<file path="src/rtl/clock_mode_ctrl.sv">
`default_nettype none
// ============================================================================
// Module   : clock_mode_ctrl
// Brief    : Panel-button mode controller for the digital clock. Produces the
//            set/timer/alarm strobes, the digit select and the ring state.
// Revision : 1.0 - initial release
// ============================================================================
module clock_mode_ctrl #(
    parameter int RING_CYCLES = 30
) (
    input  logic       clk_out,
    input  logic       rst,
    input  logic       mode_btn,
    input  logic       start_btn,
    input  logic       next_btn,
    input  logic       buzz2,
    input  logic       alarm_match,
    output logic [2:0] select,
    output logic       load,
    output logic       tmrin,
    output logic       almin,
    output logic       tmr,
    output logic       tmrp,
    output logic       alm,
    output logic       buzz_out,
    output logic [2:0] state_o
);

    localparam int                 c_CNT_W     = (RING_CYCLES > 1) ? $clog2(RING_CYCLES) : 1;
    localparam logic [c_CNT_W-1:0] c_RING_LAST = c_CNT_W'(RING_CYCLES - 1);
    localparam logic [c_CNT_W-1:0] c_CNT_ONE   = c_CNT_W'(1);

    typedef enum logic [2:0] {
        ST_CLOCK     = 3'd0,
        ST_SET_CLK   = 3'd1,
        ST_SET_TMR   = 3'd2,
        ST_SET_ALM   = 3'd3,
        ST_TMR_RUN   = 3'd4,
        ST_TMR_PAUSE = 3'd5,
        ST_RING_TMR  = 3'd6,
        ST_RING_ALM  = 3'd7
    } state_t;

    state_t               r_state;
    state_t               w_next;
    logic                 r_mode_q;
    logic                 r_start_q;
    logic                 r_next_q;
    logic                 r_am_q;
    logic                 r_alm_pend;
    logic [c_CNT_W-1:0]   r_ring_cnt;
    logic [2:0]           r_select;
    logic                 r_load;
    logic                 r_tmrin;
    logic                 r_almin;
    logic                 r_tmr;
    logic                 r_tmrp;
    logic                 r_alm;
    logic                 r_buzz;

    logic                 w_press_mode;
    logic                 w_press_start;
    logic                 w_press_next;
    logic                 w_any_press;
    logic                 w_am_rise;
    logic                 w_ring_done;
    logic                 w_next_set;
    logic                 w_next_ring;
    logic [2:0]           w_select;
    logic                 w_alm_pend;
    logic [c_CNT_W-1:0]   w_ring_cnt;
    logic                 w_load;
    logic                 w_tmrin;
    logic                 w_almin;
    logic                 w_tmr;
    logic                 w_tmrp;
    logic                 w_alm;
    logic                 w_buzz;

    // One press per cycle: mode beats start beats next.
    assign w_press_mode  = mode_btn & ~r_mode_q;
    assign w_press_start = start_btn & ~r_start_q & ~w_press_mode;
    assign w_press_next  = next_btn & ~r_next_q & ~w_press_mode & ~w_press_start;
    assign w_any_press   = w_press_mode | w_press_start | w_press_next;
    assign w_am_rise     = alarm_match & ~r_am_q;
    assign w_ring_done   = (r_ring_cnt == c_RING_LAST);

    always_comb begin
        w_next = r_state;
        case (r_state)
            ST_CLOCK: begin
                // A due alarm wins over a mode press so it is never lost.
                if (w_am_rise || r_alm_pend) w_next = ST_RING_ALM;
                else if (w_press_mode)       w_next = ST_SET_CLK;
            end
            ST_SET_CLK: begin
                if (w_press_mode) w_next = ST_SET_TMR;
            end
            ST_SET_TMR: begin
                if (w_press_mode)       w_next = ST_SET_ALM;
                else if (w_press_start) w_next = ST_TMR_RUN;
            end
            ST_SET_ALM: begin
                if (w_press_mode) w_next = ST_CLOCK;
            end
            ST_TMR_RUN: begin
                if (w_press_mode)       w_next = ST_CLOCK;
                else if (buzz2)         w_next = ST_RING_TMR;
                else if (w_press_start) w_next = ST_TMR_PAUSE;
            end
            ST_TMR_PAUSE: begin
                if (w_press_mode)       w_next = ST_CLOCK;
                else if (w_press_start) w_next = ST_TMR_RUN;
            end
            ST_RING_TMR, ST_RING_ALM: begin
                if (w_any_press || w_ring_done) w_next = ST_CLOCK;
            end
            default: w_next = ST_CLOCK;
        endcase
    end

    always_comb begin
        w_next_set  = (w_next == ST_SET_CLK) || (w_next == ST_SET_TMR) || (w_next == ST_SET_ALM);
        w_next_ring = (w_next == ST_RING_TMR) || (w_next == ST_RING_ALM);

        w_load  = (w_next == ST_SET_CLK);
        w_tmrin = (w_next == ST_SET_TMR);
        w_almin = (w_next == ST_SET_ALM);
        w_tmr   = (w_next == ST_TMR_RUN) || (w_next == ST_TMR_PAUSE) || (w_next == ST_RING_TMR);
        w_tmrp  = (w_next == ST_TMR_PAUSE);
        w_alm   = (w_next == ST_SET_ALM) || (w_next == ST_RING_ALM);
        w_buzz  = w_next_ring;

        w_select = 3'd0;
        if (w_next_set && (w_next == r_state) && w_press_next) begin
            w_select = (r_select == 3'd5) ? 3'd0 : r_select + 3'd1;
        end else if (w_next_set && (w_next == r_state)) begin
            w_select = r_select;
        end

        w_alm_pend = r_alm_pend;
        if ((w_next == ST_RING_ALM) && (r_state != ST_RING_ALM)) begin
            w_alm_pend = 1'b0;
        end else if (w_am_rise && (r_state != ST_CLOCK) && (r_state != ST_RING_ALM)) begin
            w_alm_pend = 1'b1;
        end

        w_ring_cnt = '0;
        if (w_next_ring && (w_next == r_state)) begin
            w_ring_cnt = r_ring_cnt + c_CNT_ONE;
        end
    end

    always_ff @(posedge clk_out or posedge rst) begin
        if (rst) begin
            r_state    <= ST_CLOCK;
            r_mode_q   <= 1'b1;
            r_start_q  <= 1'b1;
            r_next_q   <= 1'b1;
            r_am_q     <= 1'b0;
            r_alm_pend <= 1'b0;
            r_ring_cnt <= '0;
            r_select   <= 3'd0;
            r_load     <= 1'b0;
            r_tmrin    <= 1'b0;
            r_almin    <= 1'b0;
            r_tmr      <= 1'b0;
            r_tmrp     <= 1'b0;
            r_alm      <= 1'b0;
            r_buzz     <= 1'b0;
        end else begin
            r_state    <= w_next;
            r_mode_q   <= mode_btn;
            r_start_q  <= start_btn;
            r_next_q   <= next_btn;
            r_am_q     <= alarm_match;
            r_alm_pend <= w_alm_pend;
            r_ring_cnt <= w_ring_cnt;
            r_select   <= w_select;
            r_load     <= w_load;
            r_tmrin    <= w_tmrin;
            r_almin    <= w_almin;
            r_tmr      <= w_tmr;
            r_tmrp     <= w_tmrp;
            r_alm      <= w_alm;
            r_buzz     <= w_buzz;
        end
    end

    assign select   = r_select;
    assign load     = r_load;
    assign tmrin    = r_tmrin;
    assign almin    = r_almin;
    assign tmr      = r_tmr;
    assign tmrp     = r_tmrp;
    assign alm      = r_alm;
    assign buzz_out = r_buzz;
    assign state_o  = r_state;

endmodule
`default_nettype wire
</file>
<file path="config.mk">
export PLATFORM = sky130hd
export DESIGN_NAME = clock_mode_ctrl
export DESIGN_NICKNAME = d
export VERILOG_FILES = /design/src/rtl/clock_mode_ctrl.sv
export SDC_FILE = /design/constraint.sdc
export NUM_CORES = 1
export LEC_CHECK = 0
export CAP_MARGIN = 20
export CORE_MARGIN = 8
export CORE_UTILIZATION = 42
export DETAILED_ROUTE_END_ITERATION = 10
export PLACE_DENSITY = 0.65
export RECOVER_POWER = 50
export SETUP_SLACK_MARGIN = 0.02
export SLEW_MARGIN = 20
export SYNTH_ARGS = -nofsm -noshare
export SYNTH_HDL_FRONTEND = slang
export SYNTH_SLANG_ARGS = --single-unit
</file>
<file path="constraint.sdc">
create_clock -name clk_out -period 3.4 [get_ports clk_out]
set_input_delay 0.68 -clock clk_out [delete_from_list [all_inputs] [get_ports clk_out]]
set_output_delay 0.68 -clock clk_out [all_outputs]
set_load 0.03 [all_outputs]
</file>
## Word-level counts from Yosys, hierarchy flattened

Index checks and enable logic that the tools add are counted.

- Register bits after elaboration: 23
- Output and inout port bits: 13

- Add/sub/neg operators: 2
- Equal/unequal tests: 19
- Muxes and demuxes: 18
- Bitwise logic cells: 15
- Reductions and logical operators: 18

Operators by type and width:

| operator | number |
|---|---|
| $mux W3 | 14 |
| $eq A3 B3 Y1 const B | 9 |
| $pmux W3 S7 | 1 |
| $eq A3 B2 Y1 const B | 4 |
| $logic_or A1 B1 Y1 | 8 |
| $and A1 B1 Y1 | 7 |
| $eq A3 B1 Y1 const B | 2 |
| $logic_and A1 B1 Y1 | 6 |
| $not A1 Y1 | 6 |
| $add A5 B1 Y5 const B | 1 |
| $eq A5 B5 Y1 const B | 1 |
| $mux W5 | 1 |
| $add A3 B1 Y3 const B | 1 |
| $eq A3 B3 Y1 | 1 |
| $logic_not A3 Y1 | 1 |
| $ne A3 B3 Y1 const B | 1 |
| $reduce_bool A3 Y1 | 1 |
| $mux W1 | 2 |
| $ne A2 B1 Y1 const B | 1 |
| $or A1 B1 Y1 | 2 |
| $reduce_bool A2 Y1 | 1 |
| $reduce_or A2 Y1 | 1 |

## Depth between registers and ports, before layout

- Depth in word-level cells: 16
- Mapped depth: 7
- Mapped depth without buffers: 7

## Worst setup path after synthesis

No wires, ideal clock.

- Path type: input to register
- From: in mode_btn
- To: reg r_alm_pend
- Library setup time: 126 ps
- Arrival: 1808 ps
- Required time: 3274 ps
- Path slack: 1466 ps
- Stages on the path: 5
- Path buffers: 0
- Path through: and2b_1 or3_1 nor2_1 a21oi_1 o32a_1

- Word-level cells in the longest chain between the ends: 12
- Elaborated cells between the ends (all ways): 25

RTL lines:

| element | RTL line | RTL |
|---|---|---|
| start: declaration | 13 | `input logic mode_btn,` |
| $and A1 B1 Y1 * | 81 | `assign w_press_mode = mode_btn & ~r_mode_q;` |
| $not A1 Y1 | 82, 83 |  |
| $and A1 B1 Y1 | 82 | `assign w_press_start = start_btn & ~r_start_q & ~w_press_mode;` |
| $not A1 Y1 | 83 | `assign w_press_next = next_btn & ~r_next_q & ~w_press_mode & ~w_press_start;` |
| $and A1 B1 Y1 | 83 |  |
| $or A1 B1 Y1 | 84 | `assign w_any_press = w_press_mode \| w_press_start \| w_press_next;` |
| $logic_or A1 B1 Y1 | 116 | `if (w_any_press \|\| w_ring_done) w_next = ST_CLOCK;` |
| $mux W3 | 116 |  |
| $pmux W3 S7 * | 90 | `case (r_state)` |
| $eq A3 B3 Y1 * | 142 | `if ((w_next == ST_RING_ALM) && (r_state != ST_RING_ALM)) begin` |
| $logic_and A1 B1 Y1 * | 142 |  |
| $mux W1 / $reduce_bool A2 Y1 (equally long branches) | -- |  |
| end signal: assignment | 177 | `r_alm_pend <= w_alm_pend;` |
| end: declaration | 50 | `logic r_alm_pend;` |

Every way passes the cells marked *; elsewhere a longest branch is shown, timed or not.
A chain may end at the register's enable or synchronous reset.

## Final worst setup path

Ends and elaborated chain as after synthesis.

==> flow_summary.toml <==
[detailed_routing]
drt-vias-per-instance = 5.762
post_drt_wl_per_cell_um = 15.37
drc = 0
drtPass1Iterations = 4
antenna_left = 0
routed_wl_mm = 2.582
vias = 968
drt-initial-drc-count = 100

[floorplan]
die-area_sq_um = 4827
initial_utilization = 0.4394
core_sq_um = 2734
die_w_um = 69.48
ioPinCount = 20
placement_rows = 19
fp.dieH_um = 69.48

[run_status]
status = "finished, final reports clean"

[synthesis]
synthDistinctLibCells = 46
ys.warnings.count = 0
syn-cell-area_sq_um = 1201
synth_top_area_frac = 0.4167
synth_top_area_cell = "dfrtp_1"
syn_inst = 118
synth.avg_cell_area_sq_um = 10.18
synthTopCellsByArea = "dfrtp_1 42%, dfstp_2 6.6%, nor2_1 3.4%, nor2b_1 3.1%, nand2_1 2.2%"
synth_seq_cells = 23
ys_seq_area_frac = 0.4823
synth_fp_nets = 127
synth-main-ff-cell = "dfrtp_1"
async_flop_share = 1.000
synth-edff-count = 0

[clocking]
clock_latency_ns = 0.31
clk_path_buf_depth = 2
cts_tree = "built"
clock-sinks = 23
post_cts.repair.setup_buffers = 0
cts_hold_buf = 0
path_clk_slew_ns = 0.13
htreeDepth = 1
cts_resized = 0
cts_root_buffer = "clkbuf_4"
cts_buffers = 3

[sta]
slew_headroom = 0.4312
fmax_mhz = 390.0
fin_setup_tns_ns = 0
setup_viol = 0
hold_violations = 0
slew_viol_final = 0
fin_crit_sh = 0.7542
skew_ns = 0.006875
rsz0062_at_grt = "false"
tightest_slew_ns = 0.8523
fin_crit_ns = 2.564

[min_path]
hold_class = "reg -> reg"

[worst_setup_path]
cp-start-kind = "primary input"
crit_type = "in -> reg"
worstSetupEndpointType = "flip-flop"
worst-r2r-setup-slack_ns = 1.24
worstPathRequired_ns = 3.61
worst_ep_arrival_time_ns = 2.78
path_max_fanout = 11

[global_route]
grt_max_degree = 24
grt_pass1_vias = 988
grt.total_usage = 0.1123
grt_pass1_wl_mm = 4.581
grt_overflow = 0
antenna_found_initial = 0

[cells_and_area]
fin_nets = 147
fillers = 257
antenna_cells = 0
regArea_sq_um = 579.3
final_core_util = 0.5227
areaGrowthSynthToFinish_pct = 18.96
layout-drive-gt1-share = 0.1168
multi_input_area_sq_um = 578.1
most-common-layout-cells = "20 x dfrtp_1, 12 x clkdlybuf4s50_1, 11 x nor2_1"
layout_commonest_cell = "dfrtp_1"

[run]
drv_cap = 0

[power_and_ir_drop]
irDropWorstVdd_mv = 0.5200
power.density_nw_per_um2 = 794.3
leakage_uw = 0.0006022
finalPower_uw = 1135

[place]
portBuffers = 19
detailed_place_hpwl_mm = 1.933
gp_congestion = 0.8839
-- worst paths after layout --
path	start	to	cells after the start
worst max-delay path	mode_btn	r_alm_pend	6
worst min-delay path	r_ring_cnt[0]	r_ring_cnt[0]	1
worst max register to register	r_mode_q	r_alm_pend	5
worst min register to register	r_ring_cnt[0]	r_ring_cnt[0]	1
max in group asynchronous	rst	select[0]	2
min in group asynchronous	rst	r_ring_cnt[1]	2
-- cells by family (layout without fill, tap and decap cells) --
kind of cell | Yosys count | after routing | share of synthesized area
fa+ha+maj | 2 | 2 | 0.02083
xor+xnor | 4 | 4 | 0.02917
simple gates | 57 | 57 | 0.2761
flops | 23 | 23 | 0.4823
compound gates | 21 | 21 | 0.1260
mux | 3 | 3 | 0.02916
buf+inv | 8 | 27 | 0.03646
-- sequential cells by signal, indices dropped and copies added (netlist names) --
register,count
r_next_q,1
state_o,3
r_alm_pend,1
load,1
alm,1
r_start_q,1
r_am_q,1
tmr,1
tmrin,1
buzz_out,1
tmrp,1
r_mode_q,1
r_ring_cnt,5
almin,1
select,3
-- critical path: stages --
cell and delay [ns]:
dlygate4sd3_1 0.59, and2b_1 0.31, or3_1 0.48, nor2_1 0.16, a21oi_1 0.17, o32a_1 0.38
-- synth_stat cells, types with 2 or more instances --
master    instances
dfrtp_1          20
nor2_1           11
nand2_1           7
nor2b_1           6
nand3_1           5
nand2b_1          4
nor3_1            4
nor4_1            4
a31oi_1           3
dfstp_2           3
inv_1             3
o21ai_0           3
a211oi_1          2
a21o_1            2
a21oi_1           2
and2_1            2
buf_2             2
ha_1              2
nand4_1           2
nor3b_1           2
o21ai_1           2
xnor2_1           2
xor2_1            2
-- layer usage --
layer | wire (um) | track usage
met5 | 0 | 0
met1 | 1148 | 0.1356
met4 | 40 | 0.05011
met2 | 1276 | 0.1824
met3 | 116 | 0.02861
-- report_power, final --
part	leakage [uW]	internal (uW)	switching (uW)
clock	0.0000177	44.0	82.0
sequential	0.000294	338	83.1
combinational	0.000291	238	350
-- layout make-up --
| cell class | instances | area share |
|---|---|---|
| Clock buffer | 3 | 0.01576 |
| Clock inverter | 1 | 0.003503 |
| Inverter | 4 | 0.01051 |
| Multi-Input combinational cell | 87 | 0.4046 |
| Sequential cell | 23 | 0.4054 |
| Tap cell | 31 | 0.02715 |
| Timing Repair Buffer | 19 | 0.1331 |
-- through the flow --
stage | cells | worst slack, ns | hold slack, ns | instance area (sq um)
2_1_floorplan | 118 | 1.466 | 0.4567 | 1201
3_3_place_gp | 164 | 0.7475 | 0.4773 | 1401
3_5_place_dp | 164 | 0.6643 | 0.4856 | 1401
4_1_cts | 168 | 0.9922 | 0.5035 | 1429
5_1_grt | 168 | 0.6638 | 0.5320 | 1429
6_report | 168 | 0.8357 | 0.4972 | 1429
(Power assumes the default switching activity.)
